**src/rtl/memlcd_panel_rx.sv**
```systemverilog
// Panel-side memory-LCD receiver: decodes GSP/BSP/BCK/RGB into a pixel stream with position tags.
// Optional frame CRC-16-CCITT over emitted words when MEMLCD_RX_CRC_EN is defined.
module memlcd_panel_rx #(
  parameter int DATA_WIDTH = 6,
  parameter int H_ACTIVE   = 120,
  parameter int V_ACTIVE   = 640
) (
  input  logic                  i_clk,
  input  logic                  i_reset,
  input  logic                  i_intb,
  input  logic                  i_gsp,
  input  logic                  i_gck,
  input  logic                  i_gen,
  input  logic                  i_bsp,
  input  logic                  i_bck,
  input  logic [DATA_WIDTH-1:0] i_rgb,
  output logic [DATA_WIDTH-1:0] o_data,
  output logic                  o_valid,
  output logic [6:0]            o_col,
  output logic [9:0]            o_line,
  output logic                  o_sof,
  output logic                  o_eol,
  output logic                  o_frame_done,
  output logic                  o_err_short,
  output logic                  o_err_frame,
  output logic [15:0]           o_crc
);

  typedef enum logic [1:0] {IDLE, WAIT_BSP, DUMMY, PIXELS} state_t;

  localparam logic [6:0] COL_LAST  = 7'(H_ACTIVE - 1);
  localparam logic [9:0] LINE_LAST = 10'(V_ACTIVE - 1);

  logic                  gsp_p0, bsp_p0, bck_p0;
  logic                  gsp_p1, bsp_p1, bck_p1;
  logic [DATA_WIDTH-1:0] rgb_p0, rgb_p2;
  logic                  gsp_rise_p2, bsp_rise_p2, bck_edge_p2;

  state_t     state_q;
  logic [6:0] col_q;
  logic [9:0] line_q;
  logic       first_q;
  logic       done_q;
  logic       emit;

  // INTB/GCK/GEN are bus-monitor inputs only; they take no part in decoding.
  logic unused_monitor;
  assign unused_monitor = &{1'b0, i_intb, i_gck, i_gen};

  // Stage p0/p1: bus sample and previous sample, free-running so edge history survives reset
  always_ff @(posedge i_clk) begin
    gsp_p0 <= i_gsp;
    bsp_p0 <= i_bsp;
    bck_p0 <= i_bck;
    rgb_p0 <= i_rgb;
    gsp_p1 <= gsp_p0;
    bsp_p1 <= bsp_p0;
    bck_p1 <= bck_p0;
    rgb_p2 <= rgb_p0;
  end

  // Stage p2: registered bus events
  always_ff @(posedge i_clk) begin
    if (i_reset) begin
      gsp_rise_p2 <= 1'b0;
      bsp_rise_p2 <= 1'b0;
      bck_edge_p2 <= 1'b0;
    end else begin
      gsp_rise_p2 <= gsp_p0 & ~gsp_p1;
      bsp_rise_p2 <= bsp_p0 & ~bsp_p1;
      bck_edge_p2 <= bck_p0 ^ bck_p1;
    end
  end

  assign emit = (state_q == PIXELS) && bck_edge_p2 && !gsp_rise_p2 && !bsp_rise_p2;

  // Decode FSM with registered outputs
  always_ff @(posedge i_clk) begin
    if (i_reset) begin
      state_q      <= IDLE;
      col_q        <= '0;
      line_q       <= '0;
      first_q      <= 1'b0;
      done_q       <= 1'b0;
      o_data       <= '0;
      o_valid      <= 1'b0;
      o_col        <= '0;
      o_line       <= '0;
      o_sof        <= 1'b0;
      o_eol        <= 1'b0;
      o_frame_done <= 1'b0;
      o_err_short  <= 1'b0;
      o_err_frame  <= 1'b0;
    end else begin
      o_valid      <= 1'b0;
      o_sof        <= 1'b0;
      o_eol        <= 1'b0;
      o_frame_done <= 1'b0;
      o_err_short  <= 1'b0;
      o_err_frame  <= 1'b0;
      if (gsp_rise_p2) begin
        o_err_frame <= (state_q != IDLE);
        state_q     <= WAIT_BSP;
        line_q      <= '0;
        first_q     <= 1'b1;
        done_q      <= 1'b0;
      end else begin
        unique case (state_q)
          IDLE: begin
            // A line start after a completed frame means the driver overran V_ACTIVE.
            if (bsp_rise_p2 && done_q) o_err_frame <= 1'b1;
          end
          WAIT_BSP: begin
            if (bsp_rise_p2) state_q <= DUMMY;
          end
          DUMMY: begin
            if (bsp_rise_p2) begin
              o_err_short <= 1'b1;
            end else if (bck_edge_p2) begin
              state_q <= PIXELS;
              col_q   <= '0;
            end
          end
          PIXELS: begin
            if (bsp_rise_p2) begin
              o_err_short <= 1'b1;
              state_q     <= DUMMY;
            end else if (bck_edge_p2) begin
              o_valid <= 1'b1;
              o_data  <= rgb_p2;
              o_col   <= col_q;
              o_line  <= line_q;
              o_sof   <= first_q;
              first_q <= 1'b0;
              if (col_q == COL_LAST) begin
                o_eol <= 1'b1;
                if (line_q == LINE_LAST) begin
                  o_frame_done <= 1'b1;
                  done_q       <= 1'b1;
                  state_q      <= IDLE;
                end else begin
                  line_q  <= line_q + 10'd1;
                  state_q <= WAIT_BSP;
                end
              end else begin
                col_q <= col_q + 7'd1;
              end
            end
          end
          default: state_q <= IDLE;
        endcase
      end
    end
  end

`ifdef MEMLCD_RX_CRC_EN
  function automatic logic [15:0] crc16_byte(input logic [15:0] crc_in, input logic [7:0] byte_in);
    logic [15:0] c;
    c = crc_in;
    for (int i = 7; i >= 0; i--) begin
      c = {c[14:0], 1'b0} ^ ((c[15] ^ byte_in[i]) ? 16'h1021 : 16'h0000);
    end
    return c;
  endfunction

  logic [15:0] crc_q;

  // Restart from the seed on the first word of a frame, otherwise accumulate.
  always_ff @(posedge i_clk) begin
    if (i_reset) begin
      crc_q <= 16'hFFFF;
    end else if (emit) begin
      crc_q <= crc16_byte(first_q ? 16'hFFFF : crc_q, 8'(rgb_p2));
    end
  end

  assign o_crc = crc_q;
`else
  assign o_crc = 16'h0000;
`endif

endmodule
```
**config.mk**
```make
export PLATFORM = sky130hd
export DESIGN_NAME = memlcd_panel_rx
export DESIGN_NICKNAME = d
export VERILOG_FILES = /design/src/rtl/memlcd_panel_rx.sv
export SDC_FILE = /design/constraint.sdc
export NUM_CORES = 1
export LEC_CHECK = 0
export CAP_MARGIN = 5
export CORE_UTILIZATION = 50
export DETAILED_ROUTE_END_ITERATION = 8
export PLACE_DENSITY_LB_ADDON = 0.2
export SKIP_CTS_REPAIR_TIMING = 1
export SLEW_MARGIN = 20
export SYNTH_ARGS = -nofsm -noshare
export SYNTH_HDL_FRONTEND = slang
export SYNTH_SLANG_ARGS = --single-unit
```
**constraint.sdc**
```tcl
create_clock -name i_clk -period 2.3 [get_ports i_clk]
set_input_delay 0.345 -clock i_clk [delete_from_list [all_inputs] [get_ports i_clk]]
set_output_delay 0.345 -clock i_clk [all_outputs]
set_load 0.02 [all_outputs]
```
* Yosys cells after proc, flatten, opt, wreduce, memory -nomap -nowiden
Cells that the tools add are included.
** Word-level totals
- Bits in registers :: 71
- Input bits :: 14
- Output and inout port bits :: 45
- Logic and storage cells :: 106
** Operators by class
- Add/subtract/negate cells :: 2
- Equal/unequal tests :: 19
- Muxes and demuxes :: 26
- Bitwise gates (word level) :: 12
- Reductions and logical operators :: 21
** Operators by type and width (count)
- $mux W7 :: 5
- $ne A2 B2 Y1 const B :: 7
- $pmux W7 S2 :: 1
- $mux W1 :: 13
- $mux W2 :: 6
- $ne A3 B3 Y1 const B :: 4
- $reduce_and A6 Y1 :: 2
- $add A10 B1 Y10 const B :: 1
- $eq A10 B10 Y1 const B :: 1
- $reduce_and A5 Y1 :: 2
- $not A1 Y1 :: 9
- $reduce_bool A2 Y1 :: 4
- $add A7 B1 Y7 const B :: 1
- $eq A7 B7 Y1 const B :: 1
- $reduce_and A7 Y1 :: 1
- $pmux W2 S3 :: 1
- $reduce_or A6 Y1 :: 1
- $reduce_or A5 Y1 :: 1
- $eq A2 B2 Y1 const B :: 2
- $ne A4 B3 Y1 const B :: 1
- $ne A4 B4 Y1 const B :: 1
- $reduce_and A4 Y1 :: 1
- $reduce_bool A4 Y1 :: 1
- $reduce_or A2 Y1 :: 2
- other kinds (10) :: 11

* Depth between registers and ports, before layout
Gate-level depths: netlist of the first run.
- Depth after elaboration :: 7
- Gate-level depth with buffers :: 7
- Mapped depth without buffers :: 6

* Least setup slack after synthesis of the first run
Ideal clock, no wire load.
- Kind :: reg2reg
- From :: reg col_q[0]
- To :: reg line_q[6]
- Arrival time :: 1946 ps
- Path slack :: 284 ps
- Stages on the path, launching flop included :: 7
- Buffers on the path :: 1
- Path through :: dfxtp_1 ha_1 nand4b_2 or4_1 buf_2 or4_1 a21oi_1
** On the way
- Cells in the longest elaborated chain, start to end :: 2
** Ends and longest elaborated chain
- from (decl) :: line 40 : logic [6:0] col_q;
- from (signal assigned) :: line 146 : col_q <= col_q + 7'd1;
- $eq A7 B7 Y1 :: line 135 : if (col_q == COL_LAST) begin
- $reduce_and A5 Y1 (no line)
- to (signal assigned) :: line 142 : line_q <= line_q + 10'd1;
- to (decl) :: line 41 : logic [9:0] line_q;
No other way between the ends.
A chain may end at the register's enable or synchronous reset.

* Final worst setup path of the first run
- From :: reg col_q[1]
- To :: reg line_q[6]
The elaborated chain is that of the path after synthesis.

==> results of run 1 <==
## state kept, by name (all words and copies together), names as in the netlist, 2 cells and up
name     cells
o_line      10
rgb_p0       6
o_col        7
state_q      2
line_q      10
col_q        7
o_data       6
rgb_p2       6
## logic make-up (layout without fill, tap and decap cells)
kind of cell | Yosys count | after routing | synth area share [%]
fa+ha+maj | 7 | 7 | 3.15
compound gates | 60 | 60 | 13.3
xor+xnor | 6 | 6 | 1.89
flops | 71 | 71 | 51.2
simple gates | 126 | 126 | 22.8
mux | 1 | 1 | 0.360
other cells | 1 | 16 | 0.135
buf+inv | 37 | 71 | 7.21
## routing by layer
| layer | part of all wire [%] | routed length, um | global-route usage, % | up-vias |
|---|---|---|---|---|
| met1 | 48 | 2590 | 26.5 | 1044 |
| met4 | 2.5 | 138 | 13.8 | 0 |
| li1 | - | - | - | 1117 |
| met3 | 4.1 | 225 | 5.15 | 14 |
| met2 | 46 | 2480 | 30.5 | 54 |
| met5 | 0 | 0 | 0 | - |
## through the flow
| step | utilization [%] | cell area (um^2) | setup WS (ns) |
|---|---|---|---|
| floorplan | - | 2830 | 0.284 |
| global placement | 61.4 | 3210 | 0.196 |
| detailed placement | 61.4 | 3210 | 0.170 |
| CTS | 65.0 | 3400 | 0.148 |
| global route | 65.1 | 3410 | 0.0591 |
| finish | 65.1 | 3410 | 0.238 |
## critical path: cells and delay by family (launching register included)
kind            cells  cell delay, ns
compound gates      1            0.14
fa+ha+maj           1            0.24
flops               1            0.39
simple gates        3            1.24
## cells in the final DEF (no fill, tap or decap), types with 3 or more instances in the layout
master and count:
inv_1 6, clkinv_2 3, xor2_1 5, and2_1 4
o31ai_1 3, dfxtp_1 71, nand4_1 5, a21oi_1 35
buf_4 10, clkbuf_8 9, nor2_1 15, conb_1 16
a31o_2 3, o211ai_1 3, and3_1 3, nand2_1 58
nor3b_1 4, o21ai_0 4, or2_2 3, nand3_1 8
nand2b_1 5, or3_1 4, ha_1 7, clkdlybuf4s50_1 39
## worst max-delay path by stage
stage	cells past startpoint	slack [ns]	endpoint	startpoint
after global routing	5	0.06	line_q[6]$_SDFFE_PP0P_	col_q[1]$_SDFFE_PP0P_
after CTS	5	0.15	line_q[6]$_SDFFE_PP0P_	col_q[1]$_SDFFE_PP0P_
final	5	0.24	line_q[6]$_SDFFE_PP0P_	col_q[1]$_SDFFE_PP0P_
after detailed placement	5	0.17	line_q[6]$_SDFFE_PP0P_	col_q[1]$_SDFFE_PP0P_
after global placement	5	0.20	line_q[6]$_SDFFE_PP0P_	col_q[1]$_SDFFE_PP0P_
after floorplan	6	0.28	line_q[6]$_SDFFE_PP0P_	col_q[0]$_SDFFE_PP0P_
## area by class of cell
class / instances / area [um^2]
Fill cell: 464 / 1830
Sequential cell: 71 / 1420
Multi-Input combinational cell: 216 / 1220
Timing Repair Buffer: 49 / 465
Clock buffer: 10 / 128
Tap cell: 70 / 87.6
Clock inverter: 6 / 61.3
Inverter: 6 / 22.5
## report_power, final
group / total, W / switching (W) / internal [W]
clock network: 0.000950 / 0.000453 / 0.000497
logic: 0.000333 / 0.000191 / 0.000142
registers: 0.00130 / 0.0000288 / 0.00127
## cells in the mapped netlist, types with 2 or more instances
| master | number | share of area, % |
|---|---|---|
| nor3_1 | 3 | 0.54 |
| dfxtp_1 | 71 | 51 |
| nand4_1 | 5 | 1.1 |
| o31ai_1 | 3 | 0.81 |
| o211ai_1 | 3 | 0.81 |
| or2_2 | 3 | 0.68 |
| and2_1 | 4 | 0.90 |
| and3_1 | 3 | 0.68 |
| inv_1 | 6 | 0.81 |
| nor2_1 | 15 | 2.0 |
| xor2_1 | 5 | 1.6 |
| nand3_1 | 8 | 1.4 |
| or4_1 | 3 | 0.81 |
| nand2_1 | 58 | 7.8 |
| or3_1 | 4 | 0.90 |
| o21ai_0 | 4 | 0.72 |
| buf_4 | 16 | 4.3 |
| a31o_2 | 3 | 0.95 |
| a31oi_1 | 2 | 0.45 |
| ha_1 | 7 | 3.2 |
| nand2b_1 | 5 | 1.1 |
| nor3b_1 | 4 | 1.1 |
| clkbuf_1 | 13 | 1.8 |
| a21oi_1 | 35 | 6.3 |
==> flow_summary.ini, run 1 <==
[placed_design]
gp_congestion = 0.879
portBuffers = 39
dpl.hpwl_mm = 3.80
placed_cells = 412

[logic_synthesis]
synthCells = 309
synth_edf_count = 0
yosysWarnings = 0
synth.distinct_cells = 50
ys_seq_area_share_pct = 51.2
yosys_most_used_dff = dfxtp_1
ys_seq_elements = 71
syn-cell-area_mm2 = 0.00278
syn-mean-instance-area_um2 = 8.99
async_flop_share_pct = 0

[floorplan]
die_h_um = 76.5
core_mm2 = 0.00524
fp.dieW_um = 76.5
die_area_mm2 = 0.00586
num_rows = 26
num_io_pins = 59
initial_core_util_pct = 53.0

[min_path]
whs_path_depth = 0
hp-class = flop to flop
holdPathEnd = rgb_p2[1]$_DFF_P_
hp-start = rgb_p0[1]$_DFF_P_

[setup_path]
cp-end-kind = flop
crit_arrival_ns = 2.35
slowest_delay_ns = 0.56
cp-start-kind = flop
r2r-start = col_q[1]$_SDFFE_PP0P_
worstRegToRegCells = 5
r2r_end = line_q[6]$_SDFFE_PP0P_
r2r_setup_slack_ns = 0.24
required_ns = 2.59
critPathKind = flop to flop
cp_cell_sequence = ha_1 -> nand4b_2 -> or4_4 -> or4_1 -> a21oi_1
crit_slowest_cell = or4_4
cp_max_fo = 6

[sta]
timing.fmax_mhz = 485
finClkSkew_ns = 0.00864
post-route-min-period_ns = 2.06
maxSlewHeadroom_pct = 60.5
rsz0062_at_grt = no
tightest_slew_ns = 0.589
finalMaxSlewViolations = 0
final.setup.tns_ns = 0
hold_slack_ns = 0.328
timing.final.crit_share_pct = 89.7
hold_viol_final = 0
finalSetupViolCount = 0

[clocking]
clock-sinks = 71
cts-root-buf = clkbuf_8
clk_pin_slew_ns = 0.08
htreeDepth = 3
cts_buffers = 9
cts_tree = done
clock_latency_ns = 0.35
clk_path_buf_depth = 2

[cells_and_area]
drive_gt1_share_pct = 10.3
syn_to_final_growth_pct = 22.7
antennaDiodeCount = 0
layout.cells.non_filler = 428
nNetsFinal = 374

[power_and_ir_drop]
peakVddDrop_mv = 0.492
power_density_mw_per_mm2 = 758
p_total_w = 0.00258
power.leakage_nw = 1.29

[detailed_routing]
drtIter0Drc = 166
drtAntennaViolNets = 0
dr_total_vias = 2229
via_per_inst = 5.21
drc = 0
drt_first_pass_iters = 4
wire_per_inst_um = 12.7
wirelength_mm = 5.44

[global_route]
grt_overflow = 0
grt_max_degree = 23
grt_pass1_vias = 2068
antenna_found_initial = 0
grt_pass1_wl_mm = 9.45
grt_usage_pct = 20.6

[run]
drv_cap = 0

[status]
status = finished clean
No activity file was read; power rests on OpenSTA's default activity.
==> run 2, diff against run 1 <==
CAP_MARGIN = unset   (was 5)
MAX_ROUTING_LAYER = met4   (was unset)
==> run 2 against run 1 <==
Effect of this change: setup slack worse by 0.012 ns; sequential share of layout area down 0.32 points; count of clock-buffer cells in the layout up 1; power up 5.2%; die area unchanged; via count down 1.4%; critical endpoint unchanged; critical path depth unchanged; fmax down 0.57%; clock power up 15%; critical path type unchanged; design area up 0.77%; largest power group unchanged.
==> flow_summary.ini, run 2 (synthesized netlist as in run 1, its figures left out) <==
[setup_path]
cp_cell_sequence = ha_1 -> nand4b_2 -> or4_4 -> or4_1 -> a21oi_1
worstSetupStartpoint = col_q[1]$_SDFFE_PP0P_
cpLargestDelayFamily = simple AND/OR/NAND/NOR gates
cp-start-kind = flop
cp-end-kind = flop
critPathKind = flop to flop
crit_slowest_cell = or4_4
slowest_delay_ns = 0.55
crit_arrival_ns = 2.36
r2r-start = col_q[1]$_SDFFE_PP0P_
required_ns = 2.58
r2r_setup_slack_ns = 0.23
cp_max_fo = 5
cp_num_buf_inv = 0

[clocking]
clock_latency_ns = 0.35
clock-sinks = 71
clk_path_buf_depth = 2
cts_buffers = 9
htreeDepth = 3
clk_pin_slew_ns = 0.07
cts-root-buf = clkbuf_8
cts_tree = done

[sta]
maxSlewHeadroom_pct = 59.6
hold_viol_final = 0
timing.fmax_mhz = 482
final.setup.tns_ns = 0
post-route-min-period_ns = 2.07
layout_setup_ws_ns = 0.226
timing.final.crit_share_pct = 90.2
finalSetupViolCount = 0
rsz0062_at_grt = no
hold_slack_ns = 0.330
tightest_slew_ns = 0.604
finalMaxSlewViolations = 0
finClkSkew_ns = 0.00839

[floorplan]
core_mm2 = 0.00524
num_io_pins = 59
initial_core_util_pct = 53.0
die_area_mm2 = 0.00586
num_rows = 26
die_h_um = 76.5
fp.dieW_um = 76.5

[power_and_ir_drop]
power_density_mw_per_mm2 = 791
peakVddDrop_mv = 0.469
power.leakage_nw = 1.30

[detailed_routing]
drtAntennaViolNets = 0
wire_per_inst_um = 12.3
via_per_inst = 5.15
drc = 0
drt_first_pass_iters = 5
drtIter0Drc = 163
dr_total_vias = 2197
wirelength_mm = 5.26

[cells_and_area]
register_area_mm2 = 0.00142
nNetsFinal = 373
largestRegisters = line_q (10), o_line (10)
fillers = 436
drive_gt1_share_pct = 10.1
final_cell_mix = dfxtp_1 (71), nand2_1 (58), clkdlybuf4s50_1 (39), a21oi_1 (35), conb_1 (16)
syn_to_final_growth_pct = 23.6
final_common_cell = dfxtp_1
multi_input_area_mm2 = 0.00122
antennaDiodeCount = 0
finish.instance_area_mm2 = 0.00343

[global_route]
grt_pass1_vias = 2004
grt_pass1_wl_mm = 8.97
grt_overflow = 0
antenna_found_initial = 0
grt_usage_pct = 20.0
grt_max_degree = 25

[placed_design]
gp_congestion = 0.906
portBuffers = 39
post_dp_cell_area_mm2 = 0.00321
dpl.hpwl_mm = 3.66
place_ws_ns = 0.182

[min_path]
hp-start = rgb_p0[3]$_DFF_P_
hp-class = flop to flop

[status]
status = finished clean

[run]
drv_cap = 0
-- run 2: cell count changes in the layout (fill, tap and decap cells not counted), sizes merged --
cell    previous run  this run
clkbuf            10        11
clkinv             4         2
bufinv             1         2
buf               10         9
-- run 2: where the power goes --
group / internal [W] / switching, W
combinational: 0.000142 / 0.000186
clock: 0.000640 / 0.000449
sequential: 0.00127 / 0.0000281
-- run 2: final cells by class --
type                            instances  area share [%]
Clock buffer                           11            4.12
Sequential cell                        71            41.4
Tap cell                               70            2.55
Multi-Input combinational cell        216            35.6
Inverter                                6           0.656
Timing Repair Buffer                   48            13.3
Clock inverter                          5            2.37
-- run 2: metrics by stage --
| step | power, W | util (%) | cells |
|---|---|---|---|
| after CTS | 0.00273 | 65.5 | 427 |
| after global placement | 0.00165 | 61.2 | 411 |
| final | 0.00272 | 65.6 | 427 |
| after floorplan | 0.00159 | - | 324 |
| after global routing | 0.00284 | 65.6 | 427 |
| after detailed placement | 0.00165 | 61.2 | 411 |
-- run 2: worst paths after layout --
| path | to | depth (start not counted) |
|---|---|---|
| max | line_q[6]$_SDFFE_PP0P_ | 5 |
| min | rgb_p2[3]$_DFF_P_ | 0 |
| max reg2reg | line_q[6]$_SDFFE_PP0P_ | 5 |
| min reg2reg | rgb_p2[3]$_DFF_P_ | 0 |
-- run 2: per-layer routing --
layer	vias up	routed length, um	track usage, %
met5	-	0	-
met4	0	91	13.1
met3	10	221	3.59
met2	56	2430	29.5
met1	1018	2520	25.2
li1	1113	-	-
